<file path="config.mk">
export PLATFORM = sky130hd
export DESIGN_NAME = imm_encoder
export DESIGN_NICKNAME = d
export VERILOG_FILES = /design/src/rtl/imm_encoder.sv
export SDC_FILE = /design/constraint.sdc
export NUM_CORES = 1
export LEC_CHECK = 0
export CELL_PAD_IN_SITES_DETAIL_PLACEMENT = 1
export CELL_PAD_IN_SITES_GLOBAL_PLACEMENT = 2
export CORE_MARGIN = 2
export CORE_UTILIZATION = 26
export CTS_CLUSTER_DIAMETER = 30
export DETAILED_ROUTE_END_ITERATION = 8
export PLACE_DENSITY_LB_ADDON = 0.1
export RECOVER_POWER = 50
export SETUP_SLACK_MARGIN = 0.1
export SLEW_MARGIN = 5
export SYNTH_ARGS = -nofsm -noshare
export SYNTH_HDL_FRONTEND = slang
export SYNTH_SLANG_ARGS = --single-unit
</file>
<file path="constraint.sdc">
create_clock -name clk -period 2.2 [get_ports clk]
set_input_delay 0.44 -clock clk [delete_from_list [all_inputs] [get_ports clk]]
set_output_delay 0.44 -clock clk [all_outputs]
set_load 0.02 [all_outputs]
</file>
<file path="src/rtl/imm_encoder.sv">
// Immediate packer for the program loader: scatters a sign-extended immediate
// into the RV32I I/S/B/J fields of a base word, range-checks it, and buffers one word.
module imm_encoder #(
    parameter logic [31:0] BASE_ADDR = 32'h0000_0000
) (
    input  logic        clk,
    input  logic        rst,
    input  logic        inValid,
    output logic        inReady,
    input  logic [1:0]  src,
    input  logic [31:0] imm,
    input  logic [31:0] base,
    output logic        outValid,
    input  logic        outReady,
    output logic [31:0] outInstr,
    output logic [31:0] outAddr,
    output logic        outErr,
    output logic        errSticky,
    output logic [15:0] count
);

    // state | meaning
    // EMPTY | output register holds no word, outValid=0
    // FULL  | output register holds a word awaiting outReady, outValid=1
    typedef enum logic {EMPTY, FULL} state_t;

    state_t      state, state_nxt;
    logic        in_hs, out_hs;
    logic [31:0] packed_instr;
    logic        pack_err;

    assign outValid = (state == FULL);
    assign inReady  = !outValid || outReady;
    assign in_hs    = inValid && inReady;
    assign out_hs   = outValid && outReady;

    always_comb begin
        packed_instr = base;
        case (src)
            2'b00: packed_instr[31:20] = imm[11:0];
            2'b01: begin
                packed_instr[31:25] = imm[11:5];
                packed_instr[11:7]  = imm[4:0];
            end
            2'b10: begin
                packed_instr[31]    = imm[12];
                packed_instr[30:25] = imm[10:5];
                packed_instr[11:8]  = imm[4:1];
                packed_instr[7]     = imm[11];
            end
            default: begin
                packed_instr[31]    = imm[20];
                packed_instr[30:21] = imm[10:1];
                packed_instr[20]    = imm[11];
                packed_instr[19:12] = imm[19:12];
            end
        endcase
    end

    // In range exactly when every bit above the field's sign bit copies it.
    always_comb begin
        pack_err = 1'b0;
        case (src)
            2'b00, 2'b01: pack_err = (imm[31:11] != {21{imm[11]}});
            2'b10:        pack_err = (imm[31:12] != {20{imm[12]}}) || imm[0];
            default:      pack_err = (imm[31:20] != {12{imm[20]}}) || imm[0];
        endcase
    end

    always_comb begin
        state_nxt = state;
        case (state)
            EMPTY:   if (in_hs) state_nxt = FULL;
            FULL:    if (out_hs && !in_hs) state_nxt = EMPTY;
            default: state_nxt = EMPTY;
        endcase
    end

    always_ff @(posedge clk) begin
        if (rst) begin
            state     <= EMPTY;
            outInstr  <= 32'h0;
            outErr    <= 1'b0;
            outAddr   <= BASE_ADDR;
            errSticky <= 1'b0;
            count     <= 16'h0;
        end else begin
            state <= state_nxt;
            if (in_hs) begin
                outInstr <= packed_instr;
                outErr   <= pack_err;
                if (pack_err) errSticky <= 1'b1;
            end
            if (out_hs) begin
                outAddr <= outAddr + 32'd4;
                count   <= count + 16'd1;
            end
        end
    end

endmodule

</file>
==> results.sh <==
export IMPL_htree_levels=3
export IMPL_rows=44
export IMPL_portBuffers=144
export IMPL_cts_max_path_buffers=2
export IMPL_internal_power_w=0.00268
export IMPL_p_leak_nw=2.13
export IMPL_pwr_share_seq_pct=42.7
export IMPL_dieHeight_um=125
export IMPL_globalplace_congestion=0.761
export IMPL_grt_pass1_vias=4033
export IMPL_synth_seq_cells=81
export IMPL_nFillCells=1678
export IMPL_max_freq_mhz=498
export IMPL_rsz0062_at_grt="no"
export IMPL_worst_setup_path_start_kind="register"
export IMPL_arrival_ns=1.57
export IMPL_grt_first_pass_wirelength_um=20700
export IMPL_dr_wl_met2_um=5750
export IMPL_ir_drop_uv=335
export IMPL_cts_root_buf="clkbuf_16"
export IMPL_grt_overflow_total=0
export IMPL_syn_area_per_cell_um2=8.61
export IMPL_wl_per_cell_um=15.4
export IMPL_synth_cell_type_count=45
export IMPL_post_cts_setup_buffers=0
export IMPL_critical_path_depth=1
export IMPL_grt_use_total_pct=16.4
export IMPL_fin_crit_ns=2.01
export IMPL_cpLargestDelayFamily="buffers and inverters"
export IMPL_required_ns=1.76
export IMPL_yosysSeqAreaShare_pct=42.9
export IMPL_drcViolationCount=0
export IMPL_fin_util_pct=40.5
export IMPL_syn_inst=439
export IMPL_vias_per_cell=4.71
export IMPL_skew_ns=0.00484
export IMPL_p_per_area_mw_per_mm2=622
export IMPL_clkPwrFrac_pct=43.2
export IMPL_multi_input_area_mm2=0.00200
export IMPL_crit_slowest_cell="clkdlybuf4s50_1"
export IMPL_fin_nets=670
export IMPL_drv_slew=0
export IMPL_synthFlopType="dfxtp_1"
export IMPL_vias=3686
export IMPL_final_common_cell="clkdlybuf4s50_1"
export IMPL_clkTransAtPathRegs_ns=0.06
export IMPL_slew_headroom_pct=59.9
export IMPL_synth_edf_count=0
export IMPL_maxCapViolCount=0
export IMPL_ios=154
export IMPL_slowest_delay_ns=0.70
export IMPL_status="complete, no violations"
export IMPL_ys_async_sr_fraction_pct=0
export IMPL_setup_viol=0
export IMPL_core_area_mm2=0.0144
export IMPL_synth_top_area_share_pct=42.9
export IMPL_cts_tree="built"
export IMPL_crit_type="reg -> out"
export IMPL_seq_area_mm2=0.00162
export IMPL_start_util_pct=26.3
export IMPL_drt_total_wl_um=12100
export IMPL_cts_sinks=81
export IMPL_first_pass_iters=4
export IMPL_die_area_mm2=0.0155
export IMPL_antenna_cells=0
export IMPL_wl_met3_um=578
export IMPL_end_kind="output port"
export IMPL_p_switching_w=0.000937
export IMPL_met1Wirelength_um=5490
export IMPL_critPathMaxFanout=7
export IMPL_min_path_cells=2
export IMPL_grt_max_degree=40
export IMPL_layout_common_cells="clkdlybuf4s50_1 (104), dfxtp_1 (81), nor2_1 (61)"
export IMPL_drtIter0Drc=84
export IMPL_hold_path_class="reg -> reg"
export IMPL_switching_share_pct=25.9
export IMPL_reg2reg_depth=5
export IMPL_dp_hpwl_um=8930
export IMPL_syn_to_final_growth_pct=54.0
export IMPL_cts_hold_buf=0
export IMPL_crit_buf_inv=1
export IMPL_antenna_found_initial=0
export IMPL_pwr_share_comb_pct=14.1
export IMPL_syn_area_mm2=0.00378
export IMPL_drive_gt1_share_pct=9.52
export IMPL_antenna_left=0
export IMPL_highest_signal_layer="met4"
export IMPL_clock_latency_ns=0.34
export IMPL_crit_chain="clkdlybuf4s50_1"
export IMPL_synth_area_top_cells="dfxtp_1 (43%), nor2_1 (6.1%), nand2_1 (4.9%)"
export IMPL_hold_violations=0
export IMPL_tightest_slew_ns=0.602
export IMPL_timing_final_crit_share_pct=91.2
export IMPL_synth_top_area_cell="dfxtp_1"
export IMPL_yosys_warnings=0
export IMPL_holdWs_ns=0.452
export IMPL_dieWidth_um=125
export IMPL_cts_made_buffers=9
sequential cells by signal, summed over array words and instances (netlist names):
register	count
count	16
errSticky	1
outAddr	30
outErr	1
outInstr	32
outValid	1
cell usage after synthesis, types with 2 or more instances:
cell / count
buf_2: 3
xnor2_1: 21
clkbuf_1: 15
or4_1: 2
or2_2: 2
and2_1: 3
a22oi_1: 2
nor4_1: 3
and3_1: 4
or3_1: 7
nor2b_1: 5
inv_1: 16
nor2_1: 61
o211ai_1: 2
a211oi_1: 9
nand4_1: 13
nand2_1: 49
a311oi_1: 4
buf_4: 3
nand3_1: 11
ha_1: 6
mux2i_1: 11
nor3_2: 8
dfxtp_1: 81
nand4_4: 2
and4_1: 6
nor3_1: 16
o21ai_0: 9
a221oi_1: 6
nor4_2: 4
xor2_1: 16
nand3_2: 2
a21oi_1: 25
power groups by stage:
stage,Sequential [W],Clock [W],Combinational [W]
final,0.00154,0.00156,0.000509
after floorplan,0.00164,0,0.000168
after global placement,0.00158,0,0.000526
after CTS,0.00155,0.00162,0.000536
after global routing,0.00155,0.00169,0.000553
after detailed placement,0.00158,0,0.000534
cell type report:
type / count / share of cell area [%]
clock buffer: 10 / 4.10
clock inverter: 6 / 1.12
inverter: 16 / 1.03
multi-input combinational: 320 / 34.3
sequential: 81 / 27.9
tap: 184 / 3.95
timing repair buffer: 166 / 27.6
final timing paths:
| check | to | slack [ns] | start |
|---|---|---|---|
| worst max register to register | outAddr[31] | 0.44 | outAddr[11] |
| worst min-delay path | outInstr[30] | 0.45 | outInstr[30] |
| worst min register to register | outInstr[30] | 0.45 | outInstr[30] |
| worst max-delay path | outAddr[2] | 0.19 | outAddr[2] |
cell families after synthesis:
kind of cell	synth area share (%)
fa+ha+maj	1.99
xor+xnor	8.57
buf+inv	4.50
mux	2.91
compound gates	10.3
simple gates	28.7
other cells	0.0992
flops	42.9
per-layer routing:
layer  vias to the layer above  GRT usage, %
li1                       1829             -
met1                      1758          20.7
met2                        83          27.1
met3                        16          3.65
met4                         0          6.81
met5                         -             0
timing repair:
item,in CTS,in global routing
gates cloned,0,0
setup endpoints to repair,1,2
endpoints found under the hold margin,0,0
gates resized for setup,1,2
through the flow:
stage	power, W	setup slack, ns	instance area [µm²]	cells	TNS, ns
final	0.00362	0.193	5820	783	0
after CTS	0.00371	0.143	5850	783	0
after global placement	0.00210	-0.117	5540	767	-0.219
after floorplan	0.00181	0.547	3780	440	0
after global routing	0.00380	0.0665	5820	783	0
after detailed placement	0.00212	-0.218	5540	767	-0.529
(Power assumes the default switching activity.)
